`config.mk`:
```
export PLATFORM = sky130hd
export DESIGN_NAME = dlsc_pcie_inbound_demux
export DESIGN_NICKNAME = d
export VERILOG_FILES = /design/src/rtl/dlsc_pcie_inbound_demux.sv
export SDC_FILE = /design/constraint.sdc
export NUM_CORES = 1
export LEC_CHECK = 0
export CAP_MARGIN = 5
export CORE_ASPECT_RATIO = 0.9
export CORE_UTILIZATION = 35
export CTS_BUF_LIST = sky130_fd_sc_hd__clkbuf_8
export DETAILED_ROUTE_END_ITERATION = 10
export HOLD_SLACK_MARGIN = 0.06
export PLACE_DENSITY_LB_ADDON = 0.05
export SLEW_MARGIN = 20
export SYNTH_ARGS = -nofsm -noshare
export SYNTH_HDL_FRONTEND = slang
export SYNTH_SLANG_ARGS = --single-unit
```
`constraint.sdc`:
```
create_clock -name clk -period 2.8 [get_ports clk]
set_input_delay 0.56 -clock clk [delete_from_list [all_inputs] [get_ports clk]]
set_output_delay 0.56 -clock clk [all_outputs]
set_load 0.01 [all_outputs]
```
`src/rtl/dlsc_pcie_inbound_demux.sv`:
```
// dlsc_pcie_inbound_demux
// Parses a 32-bit inbound PCIe TLP stream (3DW/4DW headers) and steers
// memory reads, memory writes and completions onto separate command and
// payload channels. Unsupported TLPs and requests that miss every enabled
// BAR are consumed silently. Outstanding reads are counted to pace the core
// through rx_np_ok.
// Optional build macro: DLSC_PCIE_INBOUND_ERR_DROP_EN
//   defined   -> rx_err on a header beat discards the TLP; rx_err on a payload
//                beat ends the payload early (that beat carries *p_last).
//   undefined -> rx_err is ignored.

module dlsc_pcie_inbound_demux #(
  parameter int         NP_MAX   = 8,
  parameter int         ADDR_W   = 64,
  parameter logic [6:0] BAR_MASK = 7'h7F
) (
  input  logic              clk,
  input  logic              rst_n,

  output logic              rx_ready,
  input  logic              rx_valid,
  input  logic              rx_last,
  input  logic [31:0]       rx_data,
  input  logic [6:0]        rx_bar,
  input  logic              rx_err,
  output logic              rx_np_ok,

  input  logic              rd_ready,
  output logic              rd_valid,
  output logic [9:0]        rd_length,
  output logic [7:0]        rd_tag,
  output logic [3:0]        rd_be_last,
  output logic [3:0]        rd_be_first,
  output logic [ADDR_W-3:0] rd_addr,
  output logic [6:0]        rd_bar,
  input  logic              rd_done,

  input  logic              wr_ready,
  output logic              wr_valid,
  output logic [9:0]        wr_length,
  output logic [3:0]        wr_be_last,
  output logic [3:0]        wr_be_first,
  output logic [ADDR_W-3:0] wr_addr,
  output logic [6:0]        wr_bar,

  input  logic              wrp_ready,
  output logic              wrp_valid,
  output logic              wrp_last,
  output logic [31:0]       wrp_data,

  input  logic              cpl_ready,
  output logic              cpl_valid,
  output logic [2:0]        cpl_status,
  output logic              cpl_bcm,
  output logic [11:0]       cpl_bytes,
  output logic [7:0]        cpl_tag,

  input  logic              cplp_ready,
  output logic              cplp_valid,
  output logic              cplp_last,
  output logic [31:0]       cplp_data
);

  typedef enum logic [2:0] {
    ST_H0, ST_H1, ST_H2, ST_H3, ST_CMD, ST_PL, ST_DISC
  } state_t;

  typedef enum logic [1:0] {
    K_RD, K_WR, K_CPL, K_UNS
  } kind_t;

  localparam logic [8:0] NP_LIMIT = 9'(NP_MAX);

  state_t      state, state_next;
  kind_t       kind, dw0_kind;
  logic        active;
  logic        is_4dw, has_pl, hdr_last;
  logic [9:0]  len;
  logic [10:0] rem;
  logic [7:0]  tag;
  logic [3:0]  be_last, be_first;
  logic [31:0] addr_hi;
  logic [29:0] addr_lo;
  logic [61:0] addr_full;
  logic [6:0]  bar;
  logic [2:0]  status;
  logic        bcm;
  logic [11:0] bytes;

  logic        pl_valid, pl_last, pl_is_cpl, pl_ready, pl_free;
  logic [31:0] pl_data;

  logic [7:0]  np_count, np_count_next;
  logic        np_inc, np_dec;

  logic        rx_beat, err_in, bar_hit, dw0_drop;
  logic        cmd_ready, cmd_accept;
  logic [1:0]  dw0_fmt;
  logic [4:0]  dw0_type;

`ifdef DLSC_PCIE_INBOUND_ERR_DROP_EN
  assign err_in = rx_err;
`else
  logic unused_rx_err;
  assign err_in        = 1'b0;
  assign unused_rx_err = rx_err;
`endif

  assign rx_beat  = rx_valid && rx_ready;
  assign dw0_fmt  = rx_data[30:29];
  assign dw0_type = rx_data[28:24];
  assign bar_hit  = |(rx_bar & BAR_MASK);

  // Classify the first header DW and decide whether the TLP is kept
  always_comb begin
    dw0_kind = K_UNS;
    if (dw0_type == 5'b00000) begin
      dw0_kind = dw0_fmt[1] ? K_WR : K_RD;
    end else if (dw0_type == 5'b01010 && !dw0_fmt[0]) begin
      dw0_kind = K_CPL;
    end
    dw0_drop = (dw0_kind == K_UNS) || err_in ||
               ((dw0_kind != K_CPL) && !bar_hit);
  end

  assign pl_ready = pl_is_cpl ? cplp_ready : wrp_ready;
  assign pl_free  = !pl_valid || pl_ready;

  // Select the ready of whichever command channel this TLP targets
  always_comb begin
    cmd_ready = 1'b0;
    case (kind)
      K_RD:    cmd_ready = rd_ready;
      K_WR:    cmd_ready = wr_ready;
      K_CPL:   cmd_ready = cpl_ready;
      default: cmd_ready = 1'b0;
    endcase
  end

  assign cmd_accept = (state == ST_CMD) && cmd_ready;

  // Input stall: header/discard always accept, command stalls, payload
  // accepts whenever the one-entry output register can take a beat
  always_comb begin
    rx_ready = 1'b0;
    if (active) begin
      case (state)
        ST_H0, ST_H1, ST_H2, ST_H3, ST_DISC: rx_ready = 1'b1;
        ST_PL:                               rx_ready = pl_free;
        default:                             rx_ready = 1'b0;
      endcase
    end
  end

  // Next-state logic for the TLP parser
  always_comb begin
    state_next = state;
    case (state)
      ST_H0: begin
        if (rx_beat) begin
          if (rx_last)       state_next = ST_H0;
          else if (dw0_drop) state_next = ST_DISC;
          else               state_next = ST_H1;
        end
      end
      ST_H1: begin
        if (rx_beat) begin
          if (rx_last)     state_next = ST_H0;
          else if (err_in) state_next = ST_DISC;
          else             state_next = ST_H2;
        end
      end
      ST_H2: begin
        if (rx_beat) begin
          if (kind != K_CPL && is_4dw) begin
            if (rx_last)     state_next = ST_H0;
            else if (err_in) state_next = ST_DISC;
            else             state_next = ST_H3;
          end else begin
            if (err_in) state_next = rx_last ? ST_H0 : ST_DISC;
            else        state_next = ST_CMD;
          end
        end
      end
      ST_H3: begin
        if (rx_beat) begin
          if (err_in) state_next = rx_last ? ST_H0 : ST_DISC;
          else        state_next = ST_CMD;
        end
      end
      ST_CMD: begin
        if (cmd_ready) begin
          if (hdr_last)    state_next = ST_H0;
          else if (has_pl) state_next = ST_PL;
          else             state_next = ST_DISC;
        end
      end
      ST_PL: begin
        if (rx_beat) begin
          if (rx_last)                          state_next = ST_H0;
          else if (rem == 11'd1 || err_in)      state_next = ST_DISC;
          else                                  state_next = ST_PL;
        end
      end
      ST_DISC: begin
        if (rx_beat && rx_last) state_next = ST_H0;
      end
      default: state_next = ST_H0;
    endcase
  end

  // Parser state register; 'active' holds rx_ready low until out of reset
  always_ff @(posedge clk or negedge rst_n) begin
    if (!rst_n) begin
      state  <= ST_H0;
      active <= 1'b0;
    end else begin
      state  <= state_next;
      active <= 1'b1;
    end
  end

  // Capture header fields beat by beat and track the remaining payload
  always_ff @(posedge clk or negedge rst_n) begin
    if (!rst_n) begin
      kind     <= K_UNS;
      is_4dw   <= 1'b0;
      has_pl   <= 1'b0;
      hdr_last <= 1'b0;
      len      <= '0;
      rem      <= '0;
      tag      <= '0;
      be_last  <= '0;
      be_first <= '0;
      addr_hi  <= '0;
      addr_lo  <= '0;
      bar      <= '0;
      status   <= '0;
      bcm      <= 1'b0;
      bytes    <= '0;
    end else begin
      if (rx_beat) begin
        case (state)
          ST_H0: begin
            kind     <= dw0_kind;
            is_4dw   <= dw0_fmt[0];
            has_pl   <= dw0_fmt[1];
            len      <= rx_data[9:0];
            bar      <= rx_bar;
            addr_hi  <= '0;
            hdr_last <= 1'b0;
          end
          ST_H1: begin
            if (kind == K_CPL) begin
              status <= rx_data[15:13];
              bcm    <= rx_data[12];
              bytes  <= rx_data[11:0];
            end else begin
              tag      <= rx_data[15:8];
              be_last  <= rx_data[7:4];
              be_first <= rx_data[3:0];
            end
          end
          ST_H2: begin
            hdr_last <= rx_last;
            if (kind == K_CPL) tag     <= rx_data[15:8];
            else if (is_4dw)   addr_hi <= rx_data;
            else               addr_lo <= rx_data[31:2];
          end
          ST_H3: begin
            hdr_last <= rx_last;
            addr_lo  <= rx_data[31:2];
          end
          ST_PL: begin
            rem <= rem - 11'd1;
          end
          default: ;
        endcase
      end
      if (cmd_accept) begin
        rem <= (len == 10'd0) ? 11'd1024 : {1'b0, len};
      end
    end
  end

  // One-entry payload output register shared by write and completion data
  always_ff @(posedge clk or negedge rst_n) begin
    if (!rst_n) begin
      pl_valid  <= 1'b0;
      pl_last   <= 1'b0;
      pl_is_cpl <= 1'b0;
      pl_data   <= '0;
    end else if (state == ST_PL && rx_beat) begin
      pl_valid  <= 1'b1;
      pl_data   <= rx_data;
      pl_last   <= (rem == 11'd1) || rx_last || err_in;
      pl_is_cpl <= (kind == K_CPL);
    end else if (pl_ready) begin
      pl_valid <= 1'b0;
    end
  end

  assign np_inc = rd_valid && rd_ready && (np_count != 8'hFF);
  assign np_dec = rd_done && (np_count != 8'd0);

  // Outstanding read count after this cycle's issue/retire events
  always_comb begin
    np_count_next = np_count;
    if (np_inc && !np_dec)      np_count_next = np_count + 8'd1;
    else if (!np_inc && np_dec) np_count_next = np_count - 8'd1;
  end

  // Non-posted credit tracking; keeps headroom for one read already in flight
  always_ff @(posedge clk or negedge rst_n) begin
    if (!rst_n) begin
      np_count <= '0;
      rx_np_ok <= 1'b1;
    end else begin
      np_count <= np_count_next;
      rx_np_ok <= ({1'b0, np_count_next} + 9'd1) < NP_LIMIT;
    end
  end

  assign addr_full   = {addr_hi, addr_lo};

  assign rd_valid    = (state == ST_CMD) && (kind == K_RD);
  assign rd_length   = len;
  assign rd_tag      = tag;
  assign rd_be_last  = be_last;
  assign rd_be_first = be_first;
  assign rd_addr     = addr_full[ADDR_W-3:0];
  assign rd_bar      = bar;

  assign wr_valid    = (state == ST_CMD) && (kind == K_WR);
  assign wr_length   = len;
  assign wr_be_last  = be_last;
  assign wr_be_first = be_first;
  assign wr_addr     = addr_full[ADDR_W-3:0];
  assign wr_bar      = bar;

  assign cpl_valid   = (state == ST_CMD) && (kind == K_CPL);
  assign cpl_status  = status;
  assign cpl_bcm     = bcm;
  assign cpl_bytes   = bytes;
  assign cpl_tag     = tag;

  assign wrp_valid   = pl_valid && !pl_is_cpl;
  assign wrp_last    = pl_last;
  assign wrp_data    = pl_data;

  assign cplp_valid  = pl_valid && pl_is_cpl;
  assign cplp_last   = pl_last;
  assign cplp_data   = pl_data;

endmodule

```
# After elaboration in Yosys (flattened, before gate mapping)
# Cells that the tools add are included.
# totals
reg_bits	175
input_bits	50
output_inout_bits	279
# op_classes
addsub	4
order_cmp	1
eq_ne	26
muxes	42
bitwise_logic	1
reduce_logical	50
# ops
operator	n
$mux 32	2
$pmux 32 s2	1
$mux 30	2
$pmux 30 s2	1
$mux 11	4
$mux 3	12
$mux 8	4
$ne 2x2->1 const B	14
$pmux 3 s7	1
$logic_and 1x1->1	17
$pmux 8 s2	1
$reduce_bool 2->1	7
$reduce_and 4->1	3
$eq 11x1->1 const B	1
$sub 11x1->11 const B	1
$logic_not 10->1	1
$mux 2	5
$add 8x1->9 const B	1
$eq 3x3->1 const B	3
$lt 9x4->1 const B	1
$add 8x1->8 const B	1
$ne 8x8->1 const B	1
$reduce_bool 8->1	1
$sub 8x1->8 const B	1
other kinds (20)	38

# Longest topological paths before layout
# Gate-level depths: netlist of the first run.
# depth
ltp_word	11
mapped_depth	8
ltp_nobuf	8

# Least setup slack after synthesis of the first run
# No wires, ideal clock.
# synth_timing
path_kind	register to register
startpoint	reg state[1]
endpoint	reg rx_np_ok
arrival_ps	2210
setup_slack_ps	500
stages_incl_launch_ff	7
n_path_buf	0
period_less_slack_ps	2300
cell_sequence	dfrtp_1 or4b_4 a211o_1 and3_4 or3_1 a32o_1 nor4_2
# synth_between
elab_chain_len	10
word_cells_on_any_way	11
cone_classes	1 x add/sub; 1 x order compare; 1 x eq/ne; 2 x mux; 6 x reduce/logical
# synth_lines
element	line_no	text
start, declared	74	state_t state, state_next;
start signal, assigned	218	state <= state_next;
$eq 3x3->1 *	326	assign rd_valid = (state == ST_CMD) && (kind == K_RD);
$logic_and 1x1->1 *	326	
$logic_and 1x1->1 * (2 in a row)	303	assign np_inc = rd_valid && rd_ready && (np_count != 8'hFF);
$logic_not 1->1	310	else if (!np_inc && np_dec) np_count_next = np_count - 8'd1;
$logic_and 1x1->1	310	
$mux 8	310	
$mux 8 *	309	if (np_inc && !np_dec) np_count_next = np_count + 8'd1;
$add 8x1->9 *	320	rx_np_ok <= ({1'b0, np_count_next} + 9'd1) < NP_LIMIT;
$lt 9x4->1 *	320	
end signal, assigned	320	
end, declared	26	output logic rx_np_ok,
# Every way passes the cells marked *; elsewhere a longest branch is shown, timed or not.
# A chain may end at the register's enable or synchronous reset.

# Final worst setup path of the first run
# layout_timing
startpoint	reg state[1]
endpoint	out rx_ready
# layout_between
elab_chain_len	4
word_cells_on_any_way	9
cone_classes	5 x eq/ne; 2 x mux; 2 x reduce/logical
# layout_lines
element	line_no	text
$eq 3x2->1 (tied with other cells)	147	case (state)
$reduce_or 5->1	147	
$pmux 1 s2 *	147	
$mux 1 *	146	if (active) begin
end, declared	20	output logic rx_ready,
# Marks and branches as above.

==> flow_metrics.tcl, run 1 <==
set metrics [dict create \
    outcome "finished clean" \
    io_pins 329 \
    power.density_cell_area_nw_per_um2 1150 \
    postRouteWirelength_um 22500 \
    seq_area_frac_synth_pct 52.2 \
    synth_edf_count 0 \
    highest_delay_cell_along_the_critical_path "sky130_fd_sc_hd__clkdlybuf4s50_1" \
    cp_cell_sequence "buf_4 -> nand2b_1 -> a21oi_1 -> o21a_1 -> clkdlybuf4s50_1" \
    core_um2 23400 \
    max-cap-violations 0 \
    h_tree_level_count 4 \
    post_synth_cell_types 56 \
    first_global_vias 6172 \
    gp_congestion 0.833 \
    firstDrtPassIters 4 \
    effective_utilization_at_floorplan_pct 35.8 \
    global_route_wire_length_before_repair_um 34900 \
    synth_top_area_share_pct 51.3 \
    totalNegativeSetupSlack_ns 0 \
    final-max-slew-violation-count 0 \
    synth_area_per_cell_um2 11.3 \
    grt_setup_unrepaired "false" \
    multiInputGateArea_um2 2950 \
    critical_path.endpoint_type "primary output" \
    leakage_nw 4.81 \
    r2r_cells 7 \
    final_cell_mix "sky130_fd_sc_hd__clkdlybuf4s50_1, sky130_fd_sc_hd__dfrtp_1, sky130_fd_sc_hd__mux2_2, sky130_fd_sc_hd__nand2_1, sky130_fd_sc_hd__o21ai_0" \
    fillerInstances 2110 \
    route.vias.total 6169 \
    antennaDiodeCount 0 \
    design_power_total_mw 13.4 \
    portBuffers 327 \
    via_per_inst 4.86 \
    area.growth.synth_to_final_pct 38.8 \
    worstHoldPathType "input port to async pin" \
    worst_skew_ns 0.0224 \
    maxClockFrequency_ghz 0.374 \
    final_period_minus_worst_setup_slack_ns 2.68 \
    grt.overflow.total 0 \
    die-area_um2 24600 \
    fin_cells 1270 \
    drt_iter0_markers 333 \
    timing.critical_path.slowest_cell_delay_ns 0.55 \
    crit_path_start_kind "flop" \
    grt_start_max_net_pins 67 \
    vdd_ir_drop_max_uv 522 \
    grt_util_all_layers_pct 18.6 \
    synth.yosys.warnings 0 \
    layout.nets 1010 \
    layout.area.seq_um2 4380 \
    cts.root.buffer_cell "sky130_fd_sc_hd__clkbuf_8" \
    cts_buffers 17 \
    mappedNetlistNets 799 \
    tritoncts_clock_tree "yes" \
    postCtsSetupRepairBufs 0 \
    cts.path.max_buffers 2 \
    wire_per_inst_um 17.7 \
    postCtsHoldBufs 0 \
    synth.top_cells.by_area "sky130_fd_sc_hd__dfrtp_1, sky130_fd_sc_hd__mux2_2, sky130_fd_sc_hd__buf_4" \
    critical_path_arrival_ns 2.12 \
    synthFlopType "sky130_fd_sc_hd__dfrtp_1" \
    ant_nets 0 \
    timing.final.setup_violations 0 \
    cts.reportedPaths.clkPinSlew_ns 0.10 \
    most_frequent_standard_cell_in_the_layout_excluding_fill_and_tap_cells "sky130_fd_sc_hd__clkdlybuf4s50_1" \
    period_share_pct 95.5 \
    post-place-cells 1238 \
    postSynth.asyncResetShare_pct 100 \
    chipWidth_um 165 \
    number_of_antenna_violations_at_the_first_check_in_global_routing 0 \
    finalCoreUtilization_pct 49.7 \
    setup.worst_path.class "flop to primary output" \
    max_slew.worst_pin.slew_ns 0.616 \
    hpwl_um 16200 \
    die-height_um 149 \
    placement_rows 53 \
    drive_gt1_share_pct 19.1 \
    synth.largest_area_cell "sky130_fd_sc_hd__dfrtp_1" \
    timing.hold.ws_ns 0.0639 \
    required_ns 2.24 \
    postSynthCellCount 744 \
    crit_fanout 13 \
    relSlewSlack_pct 58.6 \
    synth.cell_area_um2 8390 \
    report.final.hold_viol_count 0 \
    detail_route.drc_violations 0 \
    clock_latency_reported_for_the_late_side_of_the_worst_skew_pair_ns 0.46 \
    postSynthRegisterBits 175 \
    tritoncts_num_sinks 175 \
]
## sequential cells by signal, summed over array words and instances (netlist names), 7 cells and up
signal     cells
rem           11
cplp_data     32
addr_hi       32
cpl_tag        8
cpl_bytes     12
rd_bar         7
np_count       8
addr_lo       30
rd_length     10
## per-layer routing
| layer | wire length (um) | track usage [%] | vias to the layer above |
|---|---|---|---|
| met5 | 0 | 0 | - |
| met4 | 221 | 5.05 | 0 |
| met3 | 1440 | 4.50 | 12 |
| met2 | 11400 | 31.5 | 224 |
| met1 | 9420 | 23.7 | 3076 |
| li1 | - | - | 2857 |
## per-stage QoR
step                cell area (um2)  worst slack [ns]
floorplan                      8390             0.500
global placement              11200             0.187
detailed placement            11200             0.163
CTS                           11600            0.0128
global route                  11600            0.0214
finish                        11600             0.125
## final timing paths
kind                                          start                  endpoint  slack [ns]
setup / recovery               state[1]$_DFFE_PN0P_                  rx_ready        0.12
hold / removal                                rst_n     rd_bar[4]$_DFFE_PN0P_        0.06
setup reg to reg              np_count[3]$_DFF_PN0_        rx_np_ok$_DFF_PN1_        0.34
hold reg to reg            cpl_bytes[4]$_DFFE_PN0P_  cpl_bytes[4]$_DFFE_PN0P_        0.52
max in group asynchronous                     rst_n        rx_np_ok$_DFF_PN1_        1.97
min in group clk           cpl_bytes[4]$_DFFE_PN0P_  cpl_bytes[4]$_DFFE_PN0P_        0.52
## final cells by class
type / count / area share [%]
sequential: 175 / 37.7
timing repair buffer: 346 / 29.8
multi-input combinational: 409 / 25.4
tap: 302 / 3.25
clock buffer: 18 / 2.13
clock inverter: 14 / 1.64
inverter: 6 / 0.193
## synth_stat cells (4+ instances only)
library cell	n
sky130_fd_sc_hd__mux2_2	117
sky130_fd_sc_hd__clkbuf_1	24
sky130_fd_sc_hd__and2_1	5
sky130_fd_sc_hd__o21ai_0	42
sky130_fd_sc_hd__o211ai_1	4
sky130_fd_sc_hd__a21oi_1	9
sky130_fd_sc_hd__ha_1	5
sky130_fd_sc_hd__nand2_1	99
sky130_fd_sc_hd__inv_1	6
sky130_fd_sc_hd__nand3_1	7
sky130_fd_sc_hd__nor2_1	28
sky130_fd_sc_hd__nor4_1	7
sky130_fd_sc_hd__dfrtp_1	172
sky130_fd_sc_hd__nor3_1	8
sky130_fd_sc_hd__nand2b_1	5
sky130_fd_sc_hd__xnor2_1	8
sky130_fd_sc_hd__buf_4	128
## kinds of logic (layout without fill, tap and decap cells)
| kind of cell | Yosys count | in the layout | synth area share, % |
|---|---|---|---|
| AND/OR/NAND/NOR | 186 | 186 | 10.4 |
| multiplexers | 119 | 119 | 15.9 |
| AO/OA/AOI/OAI | 88 | 88 | 6.74 |
| buffers and inverters | 160 | 384 | 12.9 |
| other | 1 | 1 | 0.0447 |
| adder cells (fa/ha/maj) | 5 | 5 | 0.746 |
| XOR/XNOR | 10 | 10 | 1.04 |
| flip-flops | 175 | 175 | 52.2 |
## power by group
group	switching [mW]	leakage (nW)	internal, mW
sequential	1.09	2.24	3.65
combinational	2.68	2.35	4.08
clock	1.08	0.220	0.798
total	4.85	4.81	8.52
## worst max-delay path: cells and delay by family (launching register included)
| family | cells | cell delay [ns] |
|---|---|---|
| compound gates | 2 | 0.33 |
| buf+inv | 2 | 0.73 |
| flops | 1 | 0.39 |
| simple gates | 1 | 0.21 |
## timing repair
action / 4_1_cts / 5_1_grt
hold endpoints to repair: 0 / 0
endpoints found under the setup margin: 0 / 1
gates resized for setup: 0 / 1
Note: power is estimated with default switching activity, not from simulation.
==> run 2, diff against run 1 <==
CAP_MARGIN = not set   (was 5)
==> results of run 2 <==
No change in the layout: final DEF, timing and power equal those of run 1.
==> run 3, diff against run 2 <==
ABC_CLOCK_PERIOD_IN_PS = 2800   (was not set)
==> results of run 3 <==
No change in the layout: final DEF, timing and power equal those of run 1.
